<file path="src/rtl/fifo_fwft_flex.sv">
// First-word-fall-through FIFO: RAM plus output register, any depth,
// occupancy count, programmable level flags and sticky error flags.
module fifo_fwft_flex #(
    parameter int DATA_WIDTH   = 16,
    parameter int ADDR_WIDTH   = 4,
    parameter int RAM_DEPTH    = 1 << ADDR_WIDTH,
    parameter int EARLY_FULL   = 0,
    parameter int AFULL_LEVEL  = RAM_DEPTH - 1,
    parameter int AEMPTY_LEVEL = 1,
    localparam int CAP         = RAM_DEPTH + 1,
    localparam int CNT_W       = $clog2(CAP + 1)
) (
    input  logic                  clk,
    input  logic                  reset_n,
    input  logic                  clear,
    input  logic                  push,
    input  logic [DATA_WIDTH-1:0] data_in,
    input  logic                  pop,
    output logic [DATA_WIDTH-1:0] data_out,
    output logic                  empty,
    output logic                  full,
    output logic                  almost_full,
    output logic                  almost_empty,
    output logic [CNT_W-1:0]      count,
    output logic                  overflow,
    output logic                  underflow
);

    localparam int RC_W = $clog2(RAM_DEPTH + 1);
    localparam logic [ADDR_WIDTH-1:0] LAST_PTR = ADDR_WIDTH'(RAM_DEPTH - 1);
    localparam logic [CNT_W-1:0] FULL_LVL = CNT_W'(CAP - EARLY_FULL);
    localparam logic [CNT_W-1:0] AF_LVL   = CNT_W'(AFULL_LEVEL);
    localparam logic [CNT_W-1:0] AE_LVL   = CNT_W'(AEMPTY_LEVEL);
    localparam logic RST_FULL = (EARLY_FULL >= CAP);

    logic [DATA_WIDTH-1:0] ram [RAM_DEPTH];

    logic                  active_q, active_d;
    logic [ADDR_WIDTH-1:0] wr_ptr_q, wr_ptr_d;
    logic [ADDR_WIDTH-1:0] rd_ptr_q, rd_ptr_d;
    logic [RC_W-1:0]       ram_cnt_q, ram_cnt_d;
    logic                  dout_valid_q, dout_valid_d;
    logic [DATA_WIDTH-1:0] data_out_q, data_out_d;
    logic [CNT_W-1:0]      count_q, count_d;
    logic                  full_q, full_d;
    logic                  afull_q, afull_d;
    logic                  aempty_q, aempty_d;
    logic                  ovf_q, ovf_d;
    logic                  udf_q, udf_d;

    logic live;
    logic push_acc;
    logic pop_acc;
    logic rd;

    function automatic logic [ADDR_WIDTH-1:0] ptr_inc(
        input logic [ADDR_WIDTH-1:0] p
    );
        return (p == LAST_PTR) ? '0 : p + 1'b1;
    endfunction

    // Refill the output register whenever it is free or being consumed.
    always_comb begin
        live     = active_q && !clear;
        push_acc = live && push && !full_q;
        pop_acc  = live && pop && dout_valid_q;
        rd       = (ram_cnt_q != '0) && (!dout_valid_q || pop_acc);
    end

    always_comb begin
        active_d     = 1'b1;
        wr_ptr_d     = wr_ptr_q;
        rd_ptr_d     = rd_ptr_q;
        ram_cnt_d    = ram_cnt_q;
        dout_valid_d = dout_valid_q;
        data_out_d   = data_out_q;
        count_d      = count_q;
        full_d       = full_q;
        afull_d      = afull_q;
        aempty_d     = aempty_q;
        ovf_d        = ovf_q;
        udf_d        = udf_q;
        if (active_q && clear) begin
            wr_ptr_d     = '0;
            rd_ptr_d     = '0;
            ram_cnt_d    = '0;
            dout_valid_d = 1'b0;
            count_d      = '0;
            full_d       = RST_FULL;
            afull_d      = 1'b0;
            aempty_d     = 1'b1;
            ovf_d        = 1'b0;
            udf_d        = 1'b0;
        end else if (active_q) begin
            if (push_acc) begin
                wr_ptr_d = ptr_inc(wr_ptr_q);
            end
            if (rd) begin
                rd_ptr_d     = ptr_inc(rd_ptr_q);
                data_out_d   = ram[rd_ptr_q];
                dout_valid_d = 1'b1;
            end else if (pop_acc) begin
                dout_valid_d = 1'b0;
            end
            case ({push_acc, rd})
                2'b10:   ram_cnt_d = ram_cnt_q + 1'b1;
                2'b01:   ram_cnt_d = ram_cnt_q - 1'b1;
                default: ram_cnt_d = ram_cnt_q;
            endcase
            case ({push_acc, pop_acc})
                2'b10:   count_d = count_q + 1'b1;
                2'b01:   count_d = count_q - 1'b1;
                default: count_d = count_q;
            endcase
            full_d   = (count_d >= FULL_LVL);
            afull_d  = (count_d >= AF_LVL);
            aempty_d = (count_d <= AE_LVL);
            ovf_d    = ovf_q | (push && full_q);
            udf_d    = udf_q | (pop && !dout_valid_q);
        end
    end

    always_ff @(posedge clk) begin
        if (push_acc) begin
            ram[wr_ptr_q] <= data_in;
        end
    end

    // active_q delays reset removal by one edge.
    always_ff @(posedge clk or negedge reset_n) begin
        if (!reset_n) begin
            active_q     <= 1'b0;
            wr_ptr_q     <= '0;
            rd_ptr_q     <= '0;
            ram_cnt_q    <= '0;
            dout_valid_q <= 1'b0;
            data_out_q   <= '0;
            count_q      <= '0;
            full_q       <= RST_FULL;
            afull_q      <= 1'b0;
            aempty_q     <= 1'b1;
            ovf_q        <= 1'b0;
            udf_q        <= 1'b0;
        end else begin
            active_q     <= active_d;
            wr_ptr_q     <= wr_ptr_d;
            rd_ptr_q     <= rd_ptr_d;
            ram_cnt_q    <= ram_cnt_d;
            dout_valid_q <= dout_valid_d;
            data_out_q   <= data_out_d;
            count_q      <= count_d;
            full_q       <= full_d;
            afull_q      <= afull_d;
            aempty_q     <= aempty_d;
            ovf_q        <= ovf_d;
            udf_q        <= udf_d;
        end
    end

    assign data_out     = data_out_q;
    assign empty        = !dout_valid_q;
    assign full         = full_q;
    assign almost_full  = afull_q;
    assign almost_empty = aempty_q;
    assign count        = count_q;
    assign overflow     = ovf_q;
    assign underflow    = udf_q;

endmodule
</file>
<file path="config.mk">
export PLATFORM = sky130hd
export DESIGN_NAME = fifo_fwft_flex
export DESIGN_NICKNAME = d
export VERILOG_FILES = /design/src/rtl/fifo_fwft_flex.sv
export SDC_FILE = /design/constraint.sdc
export NUM_CORES = 1
export LEC_CHECK = 0
export ABC_AREA = 1
export CAP_MARGIN = 20
export CORE_MARGIN = 2
export CORE_UTILIZATION = 55
export CTS_CLUSTER_SIZE = 24
export DETAILED_ROUTE_END_ITERATION = 8
export DONT_BUFFER_PORTS = 1
export GPL_ROUTABILITY_DRIVEN = 0
export PLACE_DENSITY = 0.74
export SYNTH_ARGS = -nofsm -noshare
export SYNTH_HDL_FRONTEND = slang
export SYNTH_SLANG_ARGS = --single-unit
</file>
<file path="constraint.sdc">
create_clock -name clk -period 3.5 [get_ports clk]
set_clock_uncertainty 0.1 [all_clocks]
set_input_delay 0.35 -clock clk [delete_from_list [all_inputs] [get_ports clk]]
set_output_delay 0.35 -clock clk [all_outputs]
set_load 0.05 [all_outputs]
</file>
==> results.tsv, run 1 <==
metric	value	unit
outcome	finished clean	
grt_setup_unrepaired	no	
yosys.cell_count.top_type	edfxtp_1	
synth_flop_cell	edfxtp_1	
synth_top_cell_by_area	edfxtp_1	
fin_hold_ws	0.0220	ns
grt_use_total	0.233	
placed_cells	1280	
cp-end-kind	register	
antenna_found_initial	1	
crit_type	reg -> reg	
fin_tns_setup	0	ns
clock.fmax	354	MHz
ys_top_cells_by_area	edfxtp_1 (63%), dfrtp_1 (8.2%), nor2_1 (6.2%)	
slew-limit-headroom	0.501	
numCtsBuffers	30	
slew_viol_final	0	
drc	0	
die_area	23500	um^2
postCtsSetupRepairBufs	0	
syn_avg_cell_area	11.9	um^2
ctsHtreeMaxLevel	1	
cp_data_required_time	3.84	ns
setup_violations	0	
crit_arrival	3.17	ns
syn-cell-area	12300	um^2
synth_warnings	0	
nNetsFinal	1087	
wl_per_cell	20.0	um
synth_cell_types	34	
synth_edf_count	256	
tightest_slew	0.744	ns
drive_gt1_frac	0.0891	
cts_root_buf	clkbuf_16	
synth_top_area_share	0.627	
core	21900	um^2
grt_max_degree	111	
path_clk_slew	0.06	ns
hold_viol	0	
total_power	0.0101	W
grt_pass1_vias	7789	
setup_ws	0.678	ns
row_count	54	
grt_pass1_wl	42800	um
cap_viol_max_count	0	
period_minus_slack	2.82	ns
grt_overflow	0	
synth.top_cells.by_count	edfxtp_1 (256), nor2_1 (203), o21ai_0 (132), nand2_1 (123), o211ai_1 (53)	
ys_seq_area_frac	0.710	
p_per_area	728	nW/um^2
dr.pass1.iters	5	
cts.sinks	297	
synthArstFlopShare	0.138	
numPortBuffers	0	
antenna_left	0	
p_leak	4.90	nW
die_h	153	um
min-delay-path-class	in -> reg	
stdcell_count	1358	
ir_worst_vdd	0.613	mV
ys_ff_latch	297	
critPathMaxFanout	7	
io_pins	48	
clock_latency	0.55	ns
routed_wl	27100	um
dr.first_iter.drc_count	835	
avgViaCountPerCell	5.86	
synth_fp_nets	1067	
cts_tree	yes	
dp_slack	0.691	ns
place_hpwl	15100	um
vias	7963	
start_util	0.560	
chipWidth	153	um
syn2layout_area_growth	12.6	%
fin_crit_sh	0.806	
critPathLaunchType	register	
netlist_instances	1033	
clockBufferDepth	3	
[timing repair]
item	CTS	global route
endpoints found under the hold margin	304	0
resized for setup	0	0
endpoints found under the setup margin	0	0
hold buffers	21	0
[cells in the final DEF, fill, tap and decap left out, types with 12 or more instances in the layout]
master,Yosys,routed
clkbuf_16,0,31
o21ai_0,132,132
o21ai_1,19,19
o211ai_1,53,53
nand3_1,52,52
nor2_1,203,190
dfrtp_1,40,38
dlygate4sd3_1,0,20
edfxtp_1,256,256
nand2_1,123,123
buf_4,9,23
ha_1,12,12
inv_1,35,35
nor2_2,2,15
[stage by stage]
stage | utilization | instance area [um^2]
3_5_place_dp | 0.575 | 12600
6_report | 0.631 | 13800
5_1_grt | 0.631 | 13800
3_3_place_gp | 0.575 | 12600
2_1_floorplan | - | 12300
4_1_cts | 0.631 | 13800
[metal layers]
metal	up-vias	GRT usage	part of all wire
met4	0	0.0642	0.022
met5	-	0	0
met3	52	0.0366	0.083
met2	338	0.373	0.48
met1	3847	0.337	0.42
li1	3726	-	-
[flip-flops by register name (all words and copies together) (netlist names)]
name	flops
wr_ptr_q	4
data_out	16
underflow	1
almost_empty	1
dout_valid_q	1
count	5
almost_full	1
ram_cnt_q	5
ram	256
active_q	1
rd_ptr_q	4
overflow	1
full	1
[power breakdown]
part           total [W]  switching, W  internal [W]
logic            0.00230       0.00158      0.000724
clock network    0.00320       0.00129       0.00191
registers        0.00456      0.000541       0.00402
[path summary, 6_finish.rpt]
path | from | to | slack, ns | depth (start not counted)
max in group asynchronous | reset_n | almost_empty | 2.87 | 2
setup reg to reg | full | full | 0.68 | 18
min in group asynchronous | reset_n | count[3] | 0.17 | 2
setup / recovery | full | full | 0.68 | 18
hold / removal | clear | count[0] | 0.02 | 3
hold reg to reg | ram_cnt_q[2] | ram_cnt_q[2] | 0.46 | 2
[final cells by class]
cell class	instances	area, um^2
multi-input cells	638	3150
repair buffers	46	433
clock buffers	38	802
inverters	40	154
clock inverters	18	195
flip-flops and latches	297	8720
diodes	1	2.50
well taps	280	350
fillers	1571	8080
[critical path, stage by stage, from the launching register on]
cell and delay, ns:
dfrtp_1 0.39, nor2_2 0.21, inv_1 0.08, nor2_1 0.20, inv_1 0.21, ha_1 0.33
nand2_1 0.09, inv_1 0.06, nor2_1 0.15, ha_1 0.18, inv_1 0.04, nand2_1 0.09
nand3_1 0.12, nand3_1 0.09, nand3_1 0.07, nand3_1 0.14, inv_1 0.05, nand2_1 0.06
nand2_1 0.05
[logic make-up after synthesis]
| group | count (synthesis) | synth area share |
|---|---|---|
| AND/OR/NAND/NOR | 392 | 0.128 |
| adder cells (fa/ha/maj) | 13 | 0.0139 |
| buffers and inverters | 98 | 0.0364 |
| flip-flops | 297 | 0.710 |
| other | 1 | 0.000306 |
| XOR/XNOR | 7 | 0.00500 |
| AO/OA/AOI/OAI | 225 | 0.106 |
Note: power is estimated with default switching activity, not from simulation.
==> run 2, diff against run 1 <==
Settings changed: PLACE_DENSITY 0.74 to 0.77.
Clock period 3.5 ns to 2.4 ns, I/O delays scaled along.
==> run 2 against run 1 <==
Power is 48% higher. Sequential share of layout area is 1.4 points lower. Global-route usage is 0.43 points higher. Combinational power is 62% higher. Cell area is 2.4% higher. Via count is 3.3% higher. Utilization is 1.5 points higher. Register-to-register slack worse by 0.64 ns. Critical path type unchanged. Critical endpoint is now ram_cnt_q[4]. Largest cell class unchanged.
==> results.tsv, run 2 (synthesis gave the netlist of run 1 again) <==
metric	value	unit
outcome	finished clean	
final_area	14100	um^2
slew-limit-headroom	0.596	
antenna_left	0	
start_util	0.560	
place_hpwl	16200	um
ir_worst_vdd	0.634	mV
setup_violations	0	
antenna_found_initial	1	
path_cells	nor3_2 -> nand3_1 -> nand2_1 -> inv_2 -> ha_4 -> fa_2 -> nand2_2 -> nand2_1 -> a21oi_2 -> xor2_1 -> o21ai_1	
numCtsBuffers	30	
io_pins	48	
grt-busiest-layer	met2	
cts_tree	yes	
grt_max_degree	87	
drc	0	
min-delay-path-class	in -> async	
ctsHtreeMaxLevel	1	
drive_gt1_frac	0.132	
slew_viol_final	0	
use_met2	0.392	
n_fill_cell	1568	
avgViaCountPerCell	5.94	
slowest_delay	0.42	ns
cp_slowest_cell	dfrtp_1	
crit_arrival	2.69	ns
crit_type	reg -> reg	
multiInputGateArea	3270	um^2
row_count	54	
die_h	153	um
reg2reg_slack	0.04	ns
cts.sinks	297	
clock.fmax	424	MHz
fin_tns_setup	0	ns
critPathMaxFanout	3	
vias	8227	
critPathLaunchType	register	
largest-register	ram	
cp-end-kind	register	
seqCellArea	8720	um^2
final_cell_mix	edfxtp_1 (256), nor2_1 (186), o21ai_0 (131)	
cp_data_required_time	2.73	ns
period_minus_slack	2.36	ns
tightest_slew	0.607	ns
syn2layout_area_growth	15.3	%
met3_usage	0.0519	
path_clk_slew	0.06	ns
grt_pass1_wl	43400	um
dr.first_iter.drc_count	887	
fin_hold_ws	0.0380	ns
final_common_cell	edfxtp_1	
nNetsFinal	1117	
hold_viol	0	
crit_top_cell	nand2_1	
core	21900	um^2
p_leak	5.05	nW
wl_per_cell	20.4	um
diodes	0	
cap_viol_max_count	0	
setup_ws	0.0414	ns
routed_wl	28300	um
grt_use_total	0.237	
fin_crit_sh	0.983	
cp_top_family	simple AND/OR/NAND/NOR gates	
cts_root_buf	clkbuf_16	
chipWidth	153	um
grt_pass1_vias	7908	
grt_overflow	0	
clockBufferDepth	3	
dr.pass1.iters	5	
met1_usage	0.312	
numPortBuffers	0	
dpl_cell_area	12800	um^2
die_area	23500	um^2
path_buf_inv	1	
largest_register_ffs	256	
clock_latency	0.55	ns
dp_slack	-0.0251	ns
p_per_area	1050	nW/um^2
==> run 2: area by class of cell <==
cell class                 count  area share
tap                          280      0.0248
multi-input combinational    638       0.231
timing repair buffer          76      0.0489
sequential                   297       0.617
clock inverter                16      0.0104
clock buffer                  39      0.0570
inverter                      40      0.0109
==> run 2: worst paths after layout <==
kind                                    from           end  cells past startpoint
worst max register to register  ram_cnt_q[3]  ram_cnt_q[4]                     11
min in group clk                       clear  ram_cnt_q[2]                      6
worst min register to register  ram_cnt_q[2]  ram_cnt_q[2]                      2
max in group asynchronous            reset_n  almost_empty                      2
worst min-delay path                 reset_n      count[2]                      2
worst max-delay path            ram_cnt_q[3]  ram_cnt_q[4]                     11
==> run 2: metrics by stage <==
| stage | utilization | std cells | total power, W |
|---|---|---|---|
| after detailed placement | 0.586 | 1304 | 0.0101 |
| after global routing | 0.646 | 1386 | 0.0156 |
| after global placement | 0.586 | 1304 | 0.0100 |
| after CTS | 0.641 | 1384 | 0.0148 |
| final | 0.646 | 1386 | 0.0148 |
| after floorplan | - | 1033 | 0.00922 |
==> run 2: where the power goes <==
| part | internal (W) | switching, W |
|---|---|---|
| Combinational | 0.00126 | 0.00248 |
| Sequential | 0.00586 | 0.000729 |
| Clock | 0.00267 | 0.00185 |
==> run 2: timing repair <==
action,4_1_cts,5_1_grt
endpoints found under the hold margin,311,0
endpoints found under the setup margin,2,8
setup buffers,2,2
hold buffers,23,0
resized for setup,4,22
pin swaps,2,13
==> run 2: per-layer routing <==
layer	vias up	part of all wire
li1	3781	-
met1	4035	0.40
met2	333	0.48
met3	78	0.085
met4	0	0.037
met5	-	0
